## src/rtl/pc_redirect_unit_pkg.sv

```systemverilog
// Shared types and constants for the fetch-PC redirect unit.
// The TRAP state exists only when PC_MISALIGN_CHECK_EN is defined.
package pc_redirect_unit_pkg;

  typedef enum logic [1:0] {
    INIT,
    RUN,
    REDIRECT
`ifdef PC_MISALIGN_CHECK_EN
    ,
    TRAP
`endif
  } state_t;

  typedef enum logic [1:0] {
    PC_HOLD,
    PC_INC,
    PC_TARGET
  } pc_sel_t;

  localparam logic [31:0] PC_INCR = 32'd4;

  // Branch comparator selects driven by decode into the EX-stage ALU.
  typedef enum logic [5:0] {
    ALU_BEQ  = 6'b001010,
    ALU_BNE  = 6'b001100,
    ALU_BLT  = 6'b001110,
    ALU_BGE  = 6'b010000,
    ALU_BLTU = 6'b010010,
    ALU_BGEU = 6'b010100
  } branch_alu_sel_t;

  function automatic logic is_word_aligned(input logic [31:0] addr);
    return addr[1:0] == 2'b00;
  endfunction

endpackage

```

## src/rtl/pc_redirect_unit_next_mux.sv

```systemverilog
// Next fetch-PC selector: hold, sequential increment, or redirect target.
module pc_next_mux
  import pc_redirect_unit_pkg::*;
(
  input  logic [31:0] cur_pc,
  input  logic [31:0] target,
  input  pc_sel_t     sel,
  output logic [31:0] next_pc
);

  // NOTE: every combinational output gets a default first, so no path leaves it unassigned and no latch is inferred.
  always_comb begin
    next_pc = cur_pc;
    unique case (sel)
      PC_INC:    next_pc = cur_pc + PC_INCR;
      PC_TARGET: next_pc = target;
      default:   next_pc = cur_pc;
    endcase
  end

endmodule

```

## src/rtl/pc_redirect_unit.sv

```systemverilog
// Fetch-PC register and redirect FSM (INIT/RUN/REDIRECT, plus TRAP when
// PC_MISALIGN_CHECK_EN is defined). All outputs come straight from flops.
module pc_redirect_unit
  import pc_redirect_unit_pkg::*;
#(
  parameter logic [31:0] RESET_PC = 32'h0000_0000
) (
  input  logic        clk,
  input  logic        rst_n,
  input  logic        stall,
  input  logic        ex_valid,
  input  logic        ex_taken,
  input  logic [31:0] ex_target,
  output logic [31:0] if_pc,
  output logic        if_valid,
  output logic        flush_ifid,
  output logic        flush_idex,
  output logic        misalign_trap,
  output logic [31:0] misalign_addr
);

  state_t      state, state_next;
  pc_sel_t     pc_sel;
  logic [31:0] pc_next;
  logic [31:0] redirect_target;
  logic        flush_next;

`ifdef PC_MISALIGN_CHECK_EN
  logic misaligned;
  logic trap_enter;

  assign redirect_target = ex_target;
  assign misaligned      = !is_word_aligned(ex_target);
`else
  // Without the check, low target bits are simply dropped.
  assign redirect_target = ex_target & ~32'h3;
`endif

  pc_next_mux u_pc_next_mux (
    .cur_pc  (if_pc),
    .target  (redirect_target),
    .sel     (pc_sel),
    .next_pc (pc_next)
  );

  always_comb begin
    state_next = state;
    pc_sel     = PC_HOLD;
    flush_next = 1'b0;
`ifdef PC_MISALIGN_CHECK_EN
    trap_enter = 1'b0;
`endif
    unique case (state)
      INIT: state_next = RUN;
      RUN: begin
        // A taken branch wins over a stall: the stalled instruction is squashed anyway.
        if (ex_valid && ex_taken) begin
          flush_next = 1'b1;
`ifdef PC_MISALIGN_CHECK_EN
          if (misaligned) begin
            trap_enter = 1'b1;
            state_next = TRAP;
          end else begin
            pc_sel     = PC_TARGET;
            state_next = REDIRECT;
          end
`else
          pc_sel     = PC_TARGET;
          state_next = REDIRECT;
`endif
        end else begin
          pc_sel = stall ? PC_HOLD : PC_INC;
        end
      end
      REDIRECT: begin
        // The EX instruction here is the wrong-path one being flushed; ignore it.
        pc_sel     = stall ? PC_HOLD : PC_INC;
        state_next = RUN;
      end
`ifdef PC_MISALIGN_CHECK_EN
      TRAP: state_next = TRAP;
`endif
      default: state_next = INIT;
    endcase
  end

  // NOTE: state flops use non-blocking assignments so every register samples pre-edge values.
  always_ff @(posedge clk or negedge rst_n) begin
    if (!rst_n) begin
      state      <= INIT;
      if_pc      <= RESET_PC;
      if_valid   <= 1'b0;
      flush_ifid <= 1'b0;
      flush_idex <= 1'b0;
    end else begin
      state      <= state_next;
      if_pc      <= pc_next;
      if_valid   <= (state_next == RUN) || (state_next == REDIRECT);
      flush_ifid <= flush_next;
      flush_idex <= flush_next;
    end
  end

`ifdef PC_MISALIGN_CHECK_EN
  always_ff @(posedge clk or negedge rst_n) begin
    if (!rst_n) begin
      misalign_trap <= 1'b0;
      misalign_addr <= '0;
    end else if (trap_enter) begin
      misalign_trap <= 1'b1;
      misalign_addr <= ex_target;
    end
  end
`else
  assign misalign_trap = 1'b0;
  assign misalign_addr = '0;
`endif

endmodule

```

## config.mk

```make
export PLATFORM = sky130hd
export DESIGN_NAME = pc_redirect_unit
export DESIGN_NICKNAME = d
export VERILOG_FILES = /design/src/rtl/pc_redirect_unit_pkg.sv /design/src/rtl/pc_redirect_unit_next_mux.sv /design/src/rtl/pc_redirect_unit.sv
export SDC_FILE = /design/constraint.sdc
export NUM_CORES = 1
export LEC_CHECK = 0
export ABC_AREA = 0
export BUFFER_PORTS_ARGS = -buffer_cell sky130_fd_sc_hd__buf_2
export CAP_MARGIN = 30
export CORE_UTILIZATION = 52
export DETAILED_ROUTE_END_ITERATION = 8
export GPL_TIMING_DRIVEN = 0
export PLACE_DENSITY = 0.95
export RECOVER_POWER = 100
export SETUP_SLACK_MARGIN = 0.02
export SLEW_MARGIN = 10
export SYNTH_ARGS = -nofsm -noshare
export SYNTH_HDL_FRONTEND = slang
export SYNTH_HIERARCHICAL = 1
export SYNTH_SLANG_ARGS = --single-unit
```

## constraint.sdc

```tcl
create_clock -name clk -period 4.5 [get_ports clk]
set_clock_uncertainty 0.1 [all_clocks]
set_input_delay 0.9 -clock clk [delete_from_list [all_inputs] [get_ports clk]]
set_output_delay 0.9 -clock clk [all_outputs]
set_load 0.02 [all_outputs]
```

## After elaboration in Yosys (flattened, before gate mapping)

Cells that the tools add are included.

| storage, ports and cells | value |
|---|---|
| bits in registers | 36 |
| bits in writable memories | 0 |
| memory bits (read-only) | 0 |
| latch bits | 0 |
| memories kept | 0 |

| cells by class | value |
|---|---|
| bitwise gates (word level) | 0 |
| shift operators | 0 |
| div/mod/pow operators | 0 |
| order comparisons | 0 |
| muxes and demuxes | 8 |
| $mul | 0 |
| equality and inequality tests | 6 |
| add/subtract/negate cells | 1 |
| reductions and logical operators | 5 |

Operators by type and width:

| operator | count |
|---|---|
| one-hot mux 32 bit (2 select lines) | 1 |
| adder 32 x 3 -> 32 bit, second input constant | 1 |
| one-hot mux 2 bit (2 select lines) | 2 |
| == test 2 x 1 -> 1 bit, second input constant | 3 |
| == test 2 bit, second input constant | 3 |
| two-way mux 2 bit | 2 |
| two-way mux 1 bit | 3 |
| zero test 2 bit | 1 |
| nonzero test 2 bit | 1 |
| OR reduction 2 bit | 1 |
| logical AND 1 bit | 1 |
| logical OR 1 bit | 1 |

## Longest topological paths before layout

Gate-level depths: netlist (run 1).

| logic depth | value |
|---|---|
| depth after elaboration | 5 |
| depth in mapped cells | 12 |
| depth with buffers taken out | 10 |

## Cells and area by module

The synthesis (run 1) kept the hierarchy.

Modules (own cells, without submodules):

| module | seq. area each (sq um) | area each (sq um) | times used | cells each |
|---|---|---|---|---|
| pc_redirect_unit | 900.9 | 1,285.0 | 1 | 88 |
| pc_next_mux | 0.0 | 1,201.2 | 1 | 200 |

## Worst setup path before layout (run 1)

Ideal clock, no wire load.

| timing path | value |
|---|---|
| path type | input to register |
| start point | input port ex_valid |
| end point | register if_pc[3] |
| path slack | 1.658 ns |
| buffers on the path | 3 |
| library setup time | 0.136 ns |
| stages | 9 |
| arrival time | 2.606 ns |
| required time | 4.264 ns |
| cell sequence | nand2_1 a21oi_1 nor3b_1 inv_1 ha_1 clkbuf_1 buf_1 clkbuf_1 o21ai_0 |

| between the ends | value |
|---|---|
| longest elaborated chain between the ends | 5 |

Ends and longest elaborated chain:

| item | line | RTL |
|---|---|---|
| start, declared | pc_redirect_unit.sv:11 | `input logic ex_valid,` |
| logical AND 1 bit * | pc_redirect_unit.sv:57 | `if (ex_valid && ex_taken) begin` |
| two-way mux 2 bit * | pc_redirect_unit.sv:57 |  |
| one-hot mux 2 bit (2 select lines) * | pc_redirect_unit.sv:53 | `unique case (state)` |
| via pc_sel[0] | pc_redirect_unit.sv:23 | `pc_sel_t pc_sel;` |
| == test 2 bit or == test 2 x 1 -> 1 bit (tied branches) | pc_redirect_unit_next_mux.sv:14 | `unique case (sel)` |
| one-hot mux 32 bit (2 select lines) * | pc_redirect_unit_next_mux.sv:14 |  |
| via pc_next[3] | pc_redirect_unit.sv:24 | `logic [31:0] pc_next;` |
| end signal, assigned | pc_redirect_unit.sv:97 | `if_pc <= pc_next;` |
| end, declared | pc_redirect_unit.sv:14 | `output logic [31:0] if_pc,` |

Mark *: on every way through the listed nets, which the timed path passes. The rest lies on a longest branch.
A chain may end at the register's enable or synchronous reset.

## Worst setup path after layout (run 1)

| timing path | value |
|---|---|
| start point | input port ex_valid |
| end point | register if_pc[7] |

Same word-level chain as after synthesis.

==> results of run 1 <==
## report_power, final
group / total [uW] / switching, uW / internal (uW)
logic: 652 / 433 / 219
registers: 528 / 121 / 407
clock network: 231 / 123 / 108
total: 1410 / 678 / 734
## layout by cell type, fill, tap and decap left out, types with 2 or more instances in the layout
master and count:
o21ai_0 23, and3_1 7, a21o_1 5, nor4_1 2
nand2_1 12, a21oi_1 16, clkinv_2 2, buf_2 33
nand3_1 11, clkbuf_1 49, dfrtp_1 36, conb_1 35
nand4_1 11, clkbuf_8 5, a22oi_1 12, a221o_1 5
a32oi_1 3, ha_1 8, buf_4 34, nor2_1 26
o21ai_1 3, nor3_1 10, a22o_1 3, mux2i_1 12
inv_1 11, o22ai_1 3, and2_1 3
## worst paths after layout
check                      startpoint   endpoint  slack [ns]  cells after the start
max in group asynchronous       rst_n  if_pc[22]        2.08                      1
min reg2reg                  if_pc[1]   if_pc[1]        0.41                      1
min in group asynchronous       rst_n   if_pc[3]        1.06                      1
max reg2reg                  state[0]   if_pc[7]        1.33                      9
min                          if_pc[1]   if_pc[1]        0.41                      1
max                          ex_valid   if_pc[7]        1.27                     10
## metrics by stage
stage | worst slack [ns] | std cells | area (um^2) | power (uW) | hold WS, ns
6_report | 1.27 | 451 | 3070 | 1410 | 0.411
5_1_grt | 1.05 | 451 | 3070 | 1500 | 0.448
4_1_cts | 1.29 | 451 | 3110 | 1430 | 0.409
3_5_place_dp | 0.991 | 443 | 3020 | 1200 | 0.392
3_3_place_gp | 1.18 | 443 | 3020 | 1160 | 0.381
2_1_floorplan | 1.66 | 322 | 2610 | 977 | 0.472
## registers in the layout (all words and copies together) (netlist names)
| register | flops |
|---|---|
| if_pc | 32 |
| state | 2 |
| flush_idex | 1 |
| if_valid | 1 |
## kinds of logic (layout without fill, tap and decap cells)
| kind of cell | after synthesis | after routing | synth area share |
|---|---|---|---|
| AND/OR/NAND/NOR | 94 | 94 | 0.203 |
| AO/OA/AOI/OAI | 77 | 77 | 0.198 |
| buffers and inverters | 59 | 136 | 0.143 |
| flip-flops | 36 | 36 | 0.362 |
| multiplexers | 12 | 12 | 0.0483 |
| adder cells (fa/ha/maj) | 8 | 8 | 0.0403 |
| other | 1 | 35 | 0.00151 |
| XOR/XNOR | 1 | 1 | 0.00352 |
## routing by layer
| layer | part of all wire | routed length [um] |
|---|---|---|
| met5 | 0 | 0 |
| met4 | 0.018 | 119 |
| met1 | 0.39 | 2600 |
| met2 | 0.50 | 3320 |
| met3 | 0.087 | 573 |
## area by class of cell
type                    instances  area, um^2
plain buffers                  48         315
clock buffers                   5        68.8
clock inverters                 3        18.8
fillers                       384        1410
inverters                      11        41.3
multi-input cells             227        1360
flip-flops and latches         36         901
well taps                      52        65.1
repair buffers                 69         300
==> flow_summary.yaml, run 1 <==
setup_path:
  crit_family: "buffers and inverters"
  cp.required_ns: 4.55
  worstPathCellList: "buf_2, nand2_1, a21oi_1, nor3b_1, inv_1, ha_1, clkbuf_1, clkbuf_1, clkbuf_1, o21ai_0"
  startpoint_type: "input port"
  cp-end-kind: "register"
  critPathBufInv: 5
  cpPeakStageDelay_ns: 0.42
  crit_type: "in -> reg"
  cp.arrival_ns: 3.27
  worst_path_max_delay_cell: "clkbuf_1"
  path_max_fanout: 10
  worst_path_most_repeated_cell: "clkbuf_1"
sta:
  min_period_over_period: 0.717
  rsz0062_at_grt: "no"
  slew_viol_final: 37
  max_slew_margin: -0.335
  finalSetupViolCount: 0
  layout_min_cycle_time_ns: 3.23
  tightest_slew_ns: 2.00
  max_clock_freq_mhz: 310
  finalHoldViolations: 0
  tns_ns: 0
cts:
  cts_hold_buf: 0
  clockRootBuffer: "clkbuf_8"
  cts_resized: 0
  clk_path_buf_depth: 2
  clk_pin_slew_ns: 0.08
  clock_latency_ns: 0.29
  numClockSinks: 36
  cts_buffers: 5
  cts_tree: "yes"
  cts_setup_buffers: 0
  htree_levels: 2
run:
  drv_cap: 1
floorplan:
  rows: 24
  dieArea_um2: 5060
  die_h_um: 71.1
  die_x_um: 71.1
  start_util: 0.556
  pin_count: 105
  core_um2: 4470
global_route:
  grt_busiest_layer: "met2"
  gr-usage-met2: 0.450
  grt_pass1_wl_um: 10600
  use_met3: 0.0513
  met1_usage: 0.322
  globalRouteOverflowTotal: 0
  grt_pass1_vias: 2362
  track_usage: 0.265
  grt_max_degree: 37
  antenna_found_initial: 0
finish:
  nets: 443
  drive_gt1_frac: 0.208
  synthToLayoutAreaGrowth_pct: 23.4
  antenna_cells: 0
  final_util: 0.685
logic_synthesis:
  synth_area_per_cell_um2: 8.63
  syn_area_um2: 2490
  synth_enable_flop_cells: 0
  yosysWarnings: 6
  synthTopCellsByCount: "dfrtp_1, buf_4, nor2_1"
  ys.flop_type: "dfrtp_1"
  synthDominantCellAreaShare: 0.362
  ys_seq_elements: 36
  async_flop_share: 1.00
  ys_seq_area_frac: 0.362
  synth.distinct_cells: 43
  synth_area_leaders: "dfrtp_1, buf_4, mux2i_1"
  synth_top_area_cell: "dfrtp_1"
  synth.most_common_cell: "dfrtp_1"
  syn_inst: 288
hold_path:
  worstHoldPathType: "reg -> reg"
outcome:
  violations: "DRC, capacitance limit, slew limit"
  status: "complete, but fails checks"
detailed_routing:
  drt_iter0_drc: 171
  drc: 8
  drt-wirelength-per-cell_um: 14.7
  via_per_inst: 5.59
  vias: 2523
  route.antenna.remaining_nets: 0
  wl_um: 6620
  detail_route.first_pass.iterations: 9
placement:
  place.gp.congestion: 0.867
  io_buffers: 69
  dpl.hpwl_um: 4880
power:
  p_leak_uw: 0.00151
  cellPowerDensity_nw_per_um2: 460
  ir_drop_mv: 0.275
No activity file was read; power rests on OpenSTA's default activity.
==> inputs of run 2 (changes only) <==
--- a/config.mk
+++ b/config.mk
@@ -5,13 +5,13 @@
 export SDC_FILE = /design/constraint.sdc
 export NUM_CORES = 1
 export LEC_CHECK = 0
-export ABC_AREA = 0
+export ABC_AREA = 1
 export BUFFER_PORTS_ARGS = -buffer_cell sky130_fd_sc_hd__buf_2
 export CAP_MARGIN = 30
-export CORE_UTILIZATION = 52
+export CORE_UTILIZATION = 46
 export DETAILED_ROUTE_END_ITERATION = 8
 export GPL_TIMING_DRIVEN = 0
-export PLACE_DENSITY = 0.95
+export PLACE_DENSITY = 0.89
 export RECOVER_POWER = 100
 export SETUP_SLACK_MARGIN = 0.02
 export SLEW_MARGIN = 10
==> constraint.sdc (replaced) <==
create_clock -name clk -period 2.89 [get_ports clk]
set_clock_uncertainty 0.1 [all_clocks]
set_input_delay 0.578 -clock clk [delete_from_list [all_inputs] [get_ports clk]]
set_output_delay 0.578 -clock clk [all_outputs]
set_load 0.02 [all_outputs]
==> run 2 against run 1 <==
  * Final cell count increased by 39%
  * The run ends with capacitance limit, slew limit left
  * Flip-flop and latch count unchanged
  * Global-route usage shrank 1.5 points
  * Register-to-register slack worse by 1.1 ns
  * Sequential share of layout area down 3.9 points
  * Wire length rose by 19%
  * Cell area up 16%
  * Synthesized cell count grew 52%
  * Largest cell class unchanged
==> flow_summary.yaml, run 2 <==
outcome:
  status: "complete, but fails checks"
  violations: "capacitance limit, slew limit"
cts:
  clk_pin_slew_ns: 0.08
  htree_levels: 2
  cts_setup_buffers: 0
  numClockSinks: 36
  cts_buffers: 5
  clk_path_buf_depth: 2
  cts_tree: "yes"
  clockRootBuffer: "clkbuf_8"
  clock_latency_ns: 0.30
sta:
  tns_ns: 0
  min_period_over_period: 0.923
  rsz0062_at_grt: "no"
  setup_slack_ns: 0.222
  tightest_slew_ns: 1.98
  max_clock_freq_mhz: 375
  max_slew_margin: -0.322
  finalSetupViolCount: 0
  finalHoldViolations: 0
  layout_min_cycle_time_ns: 2.67
  slew_viol_final: 37
global_route:
  track_usage: 0.250
  grt_pass1_vias: 2797
  grt_pass1_wl_um: 12500
  antenna_found_initial: 0
  grt_max_degree: 37
  globalRouteOverflowTotal: 0
power:
  p_leak_uw: 0.00184
  pwr-share-seq: 0.360
  pwr-share-comb: 0.450
  clkPwrFrac: 0.190
  ir_drop_mv: 0.413
  switchingPower_uw: 1310
  sw_frac_of_total: 0.489
  p_int_uw: 1370
  cellPowerDensity_nw_per_um2: 757
logic_synthesis:
  synth.most_common_cell: "nand2_1"
  async_flop_share: 1.00
  syn_area_um2: 2890
  ys.flop_type: "dfrtp_1"
  synth_area_leaders: "dfrtp_1, nand2_1, buf_4"
  synth_top_area_cell: "dfrtp_1"
  yosysWarnings: 6
  synthTopCellsByCount: "nand2_1, inv_1, nand3_1, nor2_1, buf_4"
  synthDominantCellAreaShare: 0.312
  syn_inst: 439
  ys_seq_elements: 36
  synth.distinct_cells: 27
  synth_area_per_cell_um2: 6.58
  synth_enable_flop_cells: 0
  ys_seq_area_frac: 0.312
finish:
  regArea_um2: 902
  mostFrequentLayoutCells: "nand2_1, inv_1, nor2_1, nand3_1, buf_4"
  final_area_um2: 3540
  drive_gt1_frac: 0.193
  nets: 594
  final_common_cell: "nand2_1"
  multi_input_area_um2: 1550
  synthToLayoutAreaGrowth_pct: 22.7
  largest_reg_flops: 32
  largestRegisters: "if_pc (32), state (2)"
  fin_cells: 625
  antenna_cells: 0
  nFillCells: 598
  top_register: "if_pc"
setup_path:
  worst_path_most_repeated_cell: "inv_1"
  path_max_fanout: 10
  crit_type: "reg -> reg"
  cp.required_ns: 3.04
  worstPathCellList: "inv_1, ha_1, inv_1, or2_0, nor2_1, inv_1, ha_1, buf_4, inv_4, nand2_1, inv_2, buf_4, nand2_1, o21ai_0, inv_1, nand2_1"
  cpPeakStageDelay_ns: 0.38
  startpoint_type: "register"
  cp-end-kind: "register"
  rrSetupSlack_ns: 0.22
  cp.arrival_ns: 2.82
  reg2reg_depth: 16
  rr_endpoint: "if_pc[19]"
  r2r-start: "state[1]"
  worst_path_max_delay_cell: "dfrtp_1"
detailed_routing:
  wl_um: 7860
  route.antenna.remaining_nets: 0
  vias: 3075
  detail_route.first_pass.iterations: 5
  via_per_inst: 4.92
  drt_iter0_drc: 317
  drc: 0
  drt-wirelength-per-cell_um: 12.6
floorplan:
  die_h_um: 81.3
  rows: 28
  start_util: 0.482
  die_x_um: 81.3
  pin_count: 105
  core_um2: 5990
  dieArea_um2: 6600
placement:
  io_buffers: 69
  place_ws_ns: 0.119
  dpl.hpwl_um: 5890
  placed_area_um2: 3460
  dp_cells: 617
  place.gp.congestion: 0.928
hold_path:
  hp-start: "ex_target[11]"
  whs_path_depth: 3
  worstHoldPathType: "in -> reg"
  min_to: "if_pc[11]"
run:
  drv_cap: 1
## run 2: cell types whose count changed after synthesis, moves of 9 or more
cell / delta
nand2_1: +117
inv_1: +55
nand3_1: +28
o21ai_0: +16
nor2_1: +13
o21ai_1: -13
a22oi_1: -12
mux2i_1: -12
clkbuf_1: -9
nor2_4: +9
## run 2: cell families (layout without fill, tap and decap cells)
family | Yosys count | after routing | synth area share
and+or+nand+nor | 237 | 237 | 0.367
buffers and inverters | 110 | 187 | 0.194
AOI/OAI and AO/OA | 46 | 46 | 0.0875
DFF | 36 | 36 | 0.312
adders and majority gates | 8 | 8 | 0.0346
other | 1 | 35 | 0.00130
xor gates and xnor gates | 1 | 1 | 0.00303
## run 2: critical path: cells and delay by family, from the launching register on
| family | cells | cell delay (ns) |
|---|---|---|
| compound gates | 1 | 0.10 |
| simple gates | 5 | 0.57 |
| flops | 1 | 0.38 |
| fa+ha+maj | 2 | 0.58 |
| buf+inv | 8 | 0.89 |
## run 2: what timing repair did
action	in CTS	in global routing
setup endpoints to repair	0	19
gates resized for setup	0	6
hold buffers	0	0
## run 2: metal layers
layer / vias up / track usage / wire length (um)
met4: 0 / 0.121 / 216
met3: 24 / 0.0472 / 597
met2: 145 / 0.443 / 3900
met5: - / 0 / 0
li1: 1514 / - / -
met1: 1392 / 0.285 / 3150
## run 2: worst max-delay path by stage
stage | slack, ns | start | end
floorplan | 0.53 | state[0] | if_pc[19]
global placement | 0.23 | state[0] | if_pc[25]
detailed placement | 0.12 | state[0] | if_pc[19]
CTS | 0.09 | state[0] | if_pc[19]
global route | 0.04 | state[1] | if_pc[4]
finish | 0.22 | state[1] | if_pc[19]
## run 2: power by group through the flow
stage	Combinational, uW	Sequential [uW]	Clock [uW]
global route	1320	1000	536
CTS	1240	952	513
detailed placement	1230	957	0
floorplan	627	1130	0
finish	1210	964	509
global placement	1180	949	0
## run 2: per-stage QoR
step                      hold WS, ns  power (uW)  utilization
final                           0.373        2680        0.591
after global routing            0.384        2860        0.591
after CTS                       0.303        2710        0.598
after detailed placement        0.397        2190        0.577
after global placement          0.397        2130        0.577
after floorplan                 0.182        1760            -
## run 2: final cells by class
type | count | share of cell area
timing repair buffer | 69 | 0.0847
multi-input combinational | 327 | 0.439
buffer | 42 | 0.0872
clock inverter | 1 | 0.00847
tap | 75 | 0.0265
clock buffer | 7 | 0.0272
inverter | 68 | 0.0727
sequential | 36 | 0.255
